`src/rtl/icache_pkg.sv`:
```
// Shared definitions for the direct-mapped instruction cache: state encoding,
// default geometry and address-field width helpers.
package icache_pkg;

    typedef enum logic {
        ICACHE_IDLE   = 1'b0,
        ICACHE_REFILL = 1'b1
    } icache_state_t;

    localparam int unsigned DEFAULT_LINES      = 16;
    localparam int unsigned DEFAULT_LINE_WORDS = 4;

    // Width of the word-in-line field.
    function automatic int unsigned off_bits(input int unsigned line_words);
        return $clog2(line_words);
    endfunction

    // Width of the line-index field.
    function automatic int unsigned idx_bits(input int unsigned lines);
        return $clog2(lines);
    endfunction

    // Width of the tag field for a 32-bit byte address.
    function automatic int unsigned tag_bits(input int unsigned lines, input int unsigned line_words);
        return 32 - 2 - $clog2(lines) - $clog2(line_words);
    endfunction

endpackage

```
`src/rtl/icache_data_ram.sv`:
```
// Cache data word array: asynchronous read port, synchronous write port, no reset.
module icache_data_ram #(
    parameter int unsigned DEPTH = 64,
    parameter int unsigned AW    = 6
) (
    input  logic          clk,
    input  logic          we,
    input  logic [AW-1:0] waddr,
    input  logic [31:0]   wdata,
    input  logic [AW-1:0] raddr,
    output logic [31:0]   rdata
);

    logic [31:0] mem [DEPTH];

    always_ff @(posedge clk) begin
        if (we) begin
            mem[waddr] <= wdata;
        end
    end

    assign rdata = mem[raddr];

endmodule

```
`src/rtl/icache.sv`:
```
// Direct-mapped read-only instruction cache; hits answer in the strobe cycle,
// misses refill a full line from backing memory while holding the core busy.
module icache
    import icache_pkg::*;
#(
    parameter int unsigned LINES      = DEFAULT_LINES,
    parameter int unsigned LINE_WORDS = DEFAULT_LINE_WORDS
) (
    input  logic        clk,
    input  logic        rst,
    input  logic [31:0] cpu_addr,
    input  logic        cpu_rstrb,
    output logic [31:0] cpu_rdata,
    output logic        cpu_rbusy,
    output logic [31:0] mem_addr,
    output logic        mem_rstrb,
    input  logic [31:0] mem_rdata,
    input  logic        mem_rbusy,
    input  logic        invalidate,
    output logic [31:0] miss_count
);

    localparam int unsigned OFF  = off_bits(LINE_WORDS);
    localparam int unsigned IDX  = idx_bits(LINES);
    localparam int unsigned TAGW = tag_bits(LINES, LINE_WORDS);
    localparam int unsigned AW   = OFF + IDX;

    logic [OFF-1:0]  word;
    logic [IDX-1:0]  index;
    logic [TAGW-1:0] tag;
    logic [1:0]      unused_addr_bits;

    assign word             = cpu_addr[OFF+1:2];
    assign index            = cpu_addr[OFF+IDX+1:OFF+2];
    assign tag              = cpu_addr[31:OFF+IDX+2];
    assign unused_addr_bits = cpu_addr[1:0];

    icache_state_t   state;
    logic [LINES-1:0] valid;
    logic [TAGW-1:0] tag_ram [LINES];
    logic [TAGW-1:0] rtag;
    logic [IDX-1:0]  rindex;
    logic [OFF-1:0]  cnt;
    logic            inval_pending;

    logic hit;
    logic cpu_ok;
    logic last_word;
    logic ram_we;

    // Lookup; any pending flush forces the access to report busy.
    always_comb begin
        hit       = valid[index] && (tag_ram[index] == tag);
        cpu_ok    = (state == ICACHE_IDLE) && hit && !invalidate && !inval_pending;
        last_word = (cnt == OFF'(LINE_WORDS - 1));
        ram_we    = (state == ICACHE_REFILL) && !mem_rbusy;
    end

    assign cpu_rbusy = rst || (cpu_rstrb && !cpu_ok);

    icache_data_ram #(
        .DEPTH (LINES * LINE_WORDS),
        .AW    (AW)
    ) u_data_ram (
        .clk   (clk),
        .we    (ram_we),
        .waddr ({rindex, cnt}),
        .wdata (mem_rdata),
        .raddr ({index, word}),
        .rdata (cpu_rdata)
    );

    // Tags need no reset: valid bits gate every use.
    always_ff @(posedge clk) begin
        if (!rst && ram_we && last_word) begin
            tag_ram[rindex] <= rtag;
        end
    end

    // Control FSM with registered memory-side outputs.
    always_ff @(posedge clk) begin
        if (rst) begin
            state         <= ICACHE_IDLE;
            valid         <= '0;
            mem_rstrb     <= 1'b0;
            mem_addr      <= '0;
            miss_count    <= '0;
            cnt           <= '0;
            inval_pending <= 1'b0;
            rtag          <= '0;
            rindex        <= '0;
        end else begin
            case (state)
                ICACHE_IDLE: begin
                    if (invalidate || inval_pending) begin
                        valid         <= '0;
                        inval_pending <= 1'b0;
                    end else if (cpu_rstrb && !hit) begin
                        rtag       <= tag;
                        rindex     <= index;
                        cnt        <= '0;
                        miss_count <= miss_count + 32'd1;
                        mem_rstrb  <= 1'b1;
                        mem_addr   <= {tag, index, {OFF{1'b0}}, 2'b00};
                        state      <= ICACHE_REFILL;
                    end
                end
                ICACHE_REFILL: begin
                    if (invalidate) begin
                        inval_pending <= 1'b1;
                    end
                    if (!mem_rbusy) begin
                        cnt      <= cnt + OFF'(1);
                        mem_addr <= {rtag, rindex, cnt + OFF'(1), 2'b00};
                        if (last_word) begin
                            valid[rindex] <= !inval_pending && !invalidate;
                            mem_rstrb     <= 1'b0;
                            state         <= ICACHE_IDLE;
                        end
                    end
                end
                default: state <= ICACHE_IDLE;
            endcase
        end
    end

endmodule

```
`config.mk`:
```
export PLATFORM = sky130hd
export DESIGN_NAME = icache
export DESIGN_NICKNAME = d
export VERILOG_FILES = /design/src/rtl/icache_pkg.sv /design/src/rtl/icache_data_ram.sv /design/src/rtl/icache.sv
export SDC_FILE = /design/constraint.sdc
export NUM_CORES = 2
export LEC_CHECK = 0
export CAP_MARGIN = 30
export CELL_PAD_IN_SITES_DETAIL_PLACEMENT = 1
export CELL_PAD_IN_SITES_GLOBAL_PLACEMENT = 2
export CORE_MARGIN = 4
export CORE_UTILIZATION = 40
export CTS_BUF_LIST = sky130_fd_sc_hd__clkbuf_16
export DETAILED_ROUTE_END_ITERATION = 10
export PLACE_DENSITY = 0.71
export SETUP_SLACK_MARGIN = 0.05
export SLEW_MARGIN = 10
export SYNTH_ARGS = -nofsm -noshare
export SYNTH_HDL_FRONTEND = slang
export SYNTH_HIERARCHICAL = 1
export SYNTH_SLANG_ARGS = --single-unit
```
`constraint.sdc`:
```
create_clock -name clk -period 5.55 [get_ports clk]
set_clock_uncertainty 0.15 [all_clocks]
set_input_delay 1.11 -clock clk [delete_from_list [all_inputs] [get_ports clk]]
set_output_delay 1.11 -clock clk [all_outputs]
set_load 0.1 [all_outputs]
```
==> impl_metrics.py <==
metrics = {
    "power_and_ir_drop": {
        "power_density_nw_per_um2": 357,
        "power.leakage_uw": 0.0369,
        "vdd_drop_max_uv": 273,
    },
    "timing": {
        "clock.fmax_mhz": 187,
        "hold_violations": 0,
        "finalMaxSlewViolations": 0,
        "grt_setup_unrepaired": "false",
        "maxSlewHeadroom_pct": 30.6,
        "fin_setup_tns_ns": 0,
        "final.period_utilization_pct": 96.2,
        "min_period_ns": 5.34,
        "final_critical_path_setup_slack_ns": 0.213,
        "max_slew.worst_pin.slew_ns": 1.04,
        "setup_failing_eps_final": 0,
    },
    "synth": {
        "synth_seq_area_share_pct": 76.6,
        "netlist-cell-type-count": 62,
        "netlist_top_cells_area": "sky130_fd_sc_hd__edfxtp_1, sky130_fd_sc_hd__mux4_2, sky130_fd_sc_hd__dfxtp_1, sky130_fd_sc_hd__mux2i_1, sky130_fd_sc_hd__nor2_1",
        "synthMuxAreaShare_pct": 16.4,
        "post_synth.cell_area_avg_um2": 21.4,
        "synth.cell_area_um2": 98200,
        "ys_top_cells_by_count": "sky130_fd_sc_hd__edfxtp_1, sky130_fd_sc_hd__mux4_2, sky130_fd_sc_hd__nor2_1",
        "synthesized_area_fraction_occupied_by_xor_and_xnor_cells_pct": 0.366,
        "async_reset_ff_share_pct": 0,
        "post_synth_and_or_nand_nor_area_fraction_pct": 2.32,
        "yosys_warnings": 6,
        "number_of_synthesized_register_bits": 2541,
        "compound_gate_portion_of_the_synthesized_area_pct": 2.91,
        "largest_family_of_logic_cells_by_synthesized_area": "multiplexers",
        "area_share_of_the_largest_cell_type_after_synthesis_pct": 74.4,
        "synth_cells": 4595,
        "number_of_flops_mapped_to_enable_cells_by_yosys": 2432,
        "yosysTopAreaCell": "sky130_fd_sc_hd__edfxtp_1",
        "yosys.area_share.adder_pct": 0.0255,
        "synth.most_common_cell": "sky130_fd_sc_hd__edfxtp_1",
        "ys_dominant_reg_cell": "sky130_fd_sc_hd__edfxtp_1",
    },
    "setup_path": {
        "timing.reg2reg.worst_path_depth": 10,
        "r2r-end": "miss_count[28]$_SDFFE_PP0P_",
        "worstPathArrival_ns": 4.08,
        "critical_path.endpoint_type": "output port",
        "start_kind": "input port",
        "reg2reg_from": "tag_ram[3][17]$_DFFE_PP_",
        "critical_path_peak_fanout": 23,
        "ff2ff_setup_slack_ns": 1.74,
        "required_ns": 4.29,
        "path_class": "in -> out",
    },
    "place": {
        "post-place-ws_ns": 0.101,
        "port-buffer-count": 162,
        "placedInstanceArea_um2": 107000,
        "dp_hpwl_mm": 154,
        "place_congestion": 0.810,
    },
    "drt": {
        "post-route-drc-count": 0,
        "wl_per_cell_um": 31.0,
        "route.detailed.vias_per_inst": 5.79,
        "route.met2.wl_mm": 127,
        "detailroute.via_count": 49300,
        "ant_nets": 0,
        "route.final.wire_length_mm": 263,
        "routed-wl-met3_mm": 18.7,
        "detail_route.iter0.violations": 5297,
        "drt-met1-wl_mm": 111,
        "dr.max_layer_used": "met4",
        "drt_first_pass_iters": 5,
    },
    "final_layout": {
        "drive_gt1_share_pct": 28.7,
        "multi_input_area_um2": 22200,
        "post-route-cell-area_um2": 115000,
        "syn2layout_area_growth_pct": 17.6,
        "fin_nets": 5167,
        "layout.filler_cells": 22000,
        "sequential_cell_area_um2": 75200,
    },
    "grt": {
        "grt_antenna_before_repair": 24,
        "remaining_global_route_overflow": 0,
        "grt_start_max_net_pins": 100,
        "first_global_vias": 51600,
        "gr-usage-all-layers_pct": 20.7,
        "global_route_wire_length_before_repair_mm": 378,
    },
    "min_path": {
        "timing.hold.worst_endpoint": "valid[13]$_SDFFE_PP0P_",
        "hp-start": "valid[13]$_SDFFE_PP0P_",
        "timing.hold.worst.class": "reg -> reg",
        "holdPathStages": 1,
    },
    "outcome": {
        "outcome": "completed",
    },
    "cts": {
        "clkTransAtPathRegs_ns": 0.06,
        "cts.hold.buffers_added": 0,
        "cts_made_buffers": 285,
        "clkSinkCount": 2541,
        "source_to_sink_clock_delay_at_the_later_pin_of_the_worst_skew_pair_ns": 0.94,
        "ctsRootBufferMaster": "sky130_fd_sc_hd__clkbuf_16",
        "clock_tree.buffer_depth": 4,
        "cts_tree": "yes",
        "htreeDepth": 5,
    },
    "die": {
        "dieArea_um2": 253000,
        "floorplan.rows": 181,
        "floorplan.io_pins": 167,
        "initial_core_util_pct": 40.3,
        "floorplan.die.width_um": 503,
        "die_y_um": 503,
        "core_area_um2": 244000,
    },
    "run": {
        "maxCapViolCount": 0,
    },
}
## per-layer routing
metal / up-vias / track usage, %
li1: 20300 / -
met1: 26700 / 29.3
met2: 1868 / 33.5
met3: 395 / 3.68
met4: 0 / 5.38
met5: - / 0
## worst max-delay path, cell delays in order
cell and delay (ns):
sky130_fd_sc_hd__buf_8 0.24, sky130_fd_sc_hd__mux4_2 0.55, sky130_fd_sc_hd__mux4_2 0.52, sky130_fd_sc_hd__xnor2_1 0.14, sky130_fd_sc_hd__and2_1 0.17, sky130_fd_sc_hd__nand4b_1 0.22
sky130_fd_sc_hd__a2111oi_4 0.32, sky130_fd_sc_hd__and2_2 0.23, sky130_fd_sc_hd__nand2_1 0.07, sky130_fd_sc_hd__a21o_2 0.27, sky130_fd_sc_hd__buf_12 0.17
## registers in the layout, indices dropped and copies added, names as in the netlist, 4 cells and up
signal and flops:
valid 16, mem_addr 29, rtag 24, tag_ram 384
rindex 4, u_data_ram/mem 2048, miss_count 32
## cells in the final DEF (no fill, tap or decap), types with 11 or more instances in the layout
cell and count:
sky130_fd_sc_hd__buf_16 20, sky130_fd_sc_hd__nor3_2 15, sky130_fd_sc_hd__o22ai_1 92, sky130_fd_sc_hd__nor2b_1 31, sky130_fd_sc_hd__a22oi_1 18, sky130_fd_sc_hd__dfxtp_1 108
sky130_fd_sc_hd__o21ai_0 53, sky130_fd_sc_hd__nor3_1 19, sky130_fd_sc_hd__and3_1 11, sky130_fd_sc_hd__nor4_1 11, sky130_fd_sc_hd__a221oi_2 20, sky130_fd_sc_hd__mux2i_1 197
sky130_fd_sc_hd__buf_12 95, sky130_fd_sc_hd__clkbuf_16 296, sky130_fd_sc_hd__nand2b_1 16, sky130_fd_sc_hd__inv_1 76, sky130_fd_sc_hd__edfxtp_1 2432, sky130_fd_sc_hd__clkinv_2 42
sky130_fd_sc_hd__a21oi_1 106, sky130_fd_sc_hd__mux4_2 612, sky130_fd_sc_hd__nand4_1 11, sky130_fd_sc_hd__clkinv_1 46, sky130_fd_sc_hd__clkdlybuf4s50_1 90, sky130_fd_sc_hd__nor2_4 62
sky130_fd_sc_hd__nand3_1 16, sky130_fd_sc_hd__nand2_1 81, sky130_fd_sc_hd__buf_4 241, sky130_fd_sc_hd__a221oi_1 17, sky130_fd_sc_hd__xnor2_1 35, sky130_fd_sc_hd__clkinvlp_4 11
sky130_fd_sc_hd__a22o_1 24, sky130_fd_sc_hd__nor2_1 150, sky130_fd_sc_hd__mux2_2 19, sky130_fd_sc_hd__bufinv_16 11, sky130_fd_sc_hd__buf_2 33, sky130_fd_sc_hd__o221ai_1 27
## how the worst max path moves through the flow
| stage | start | end | slack, ns | cells after the start |
|---|---|---|---|---|
| finish | cpu_addr[5] | cpu_rbusy | 0.21 | 11 |
| global route | cpu_addr[4] | cpu_rbusy | 0.04 | 12 |
| CTS | cpu_addr[6] | cpu_rbusy | 0.08 | 13 |
| detailed placement | cpu_addr[6] | cpu_rbusy | 0.10 | 13 |
| global placement | cpu_addr[6] | cpu_rbusy | 0.1 | 13 |
| floorplan | cpu_addr[5] | cpu_rbusy | 0.13 | 13 |
## per-stage QoR
stage / hold WS [ns] / power (uW) / instances / utilization (%)
detailed placement: 0.308 / 24200 / 8003 / 43.8
floorplan: 0.287 / 23000 / 4596 / -
CTS: 0.328 / 41500 / 8485 / 47.3
global route: 0.345 / 42600 / 8496 / 47.4
global placement: 0.305 / 24100 / 7969 / 43.5
finish: 0.327 / 41200 / 8501 / 47.4
## kinds of logic after synthesis
logic type	after synthesis
multiplexers	837
XOR/XNOR	41
buffers and inverters	281
flip-flops	2541
AO/OA/AOI/OAI	409
other	1
adder cells (fa/ha/maj)	2
AND/OR/NAND/NOR	483
## timing repair
action | in CTS | in global routing
endpoints found under the setup margin | 0 | 1
resized for setup | 0 | 9
hold endpoints to repair | 0 | 0
buffers inserted | 0 | 1
## report_power, final
group / switching (uW) / total, uW / internal (uW)
Clock: 7300 / 17300 / 10000
Sequential: 67.4 / 21100 / 21000
Combinational: 1730 / 2740 / 1010
Total: 9090 / 41200 / 32100
## layout make-up
cell class | count | area share (%)
Timing Repair Buffer | 486 | 4.72
Inverter | 8 | 0.0260
Clock buffer | 294 | 6.37
Multi-Input combinational cell | 1774 | 19.3
Antenna cell | 8 | 0.0173
Sequential cell | 2541 | 65.2
Tap cell | 3202 | 3.47
Clock inverter | 188 | 0.982
No activity file was read; power rests on OpenSTA's default activity.
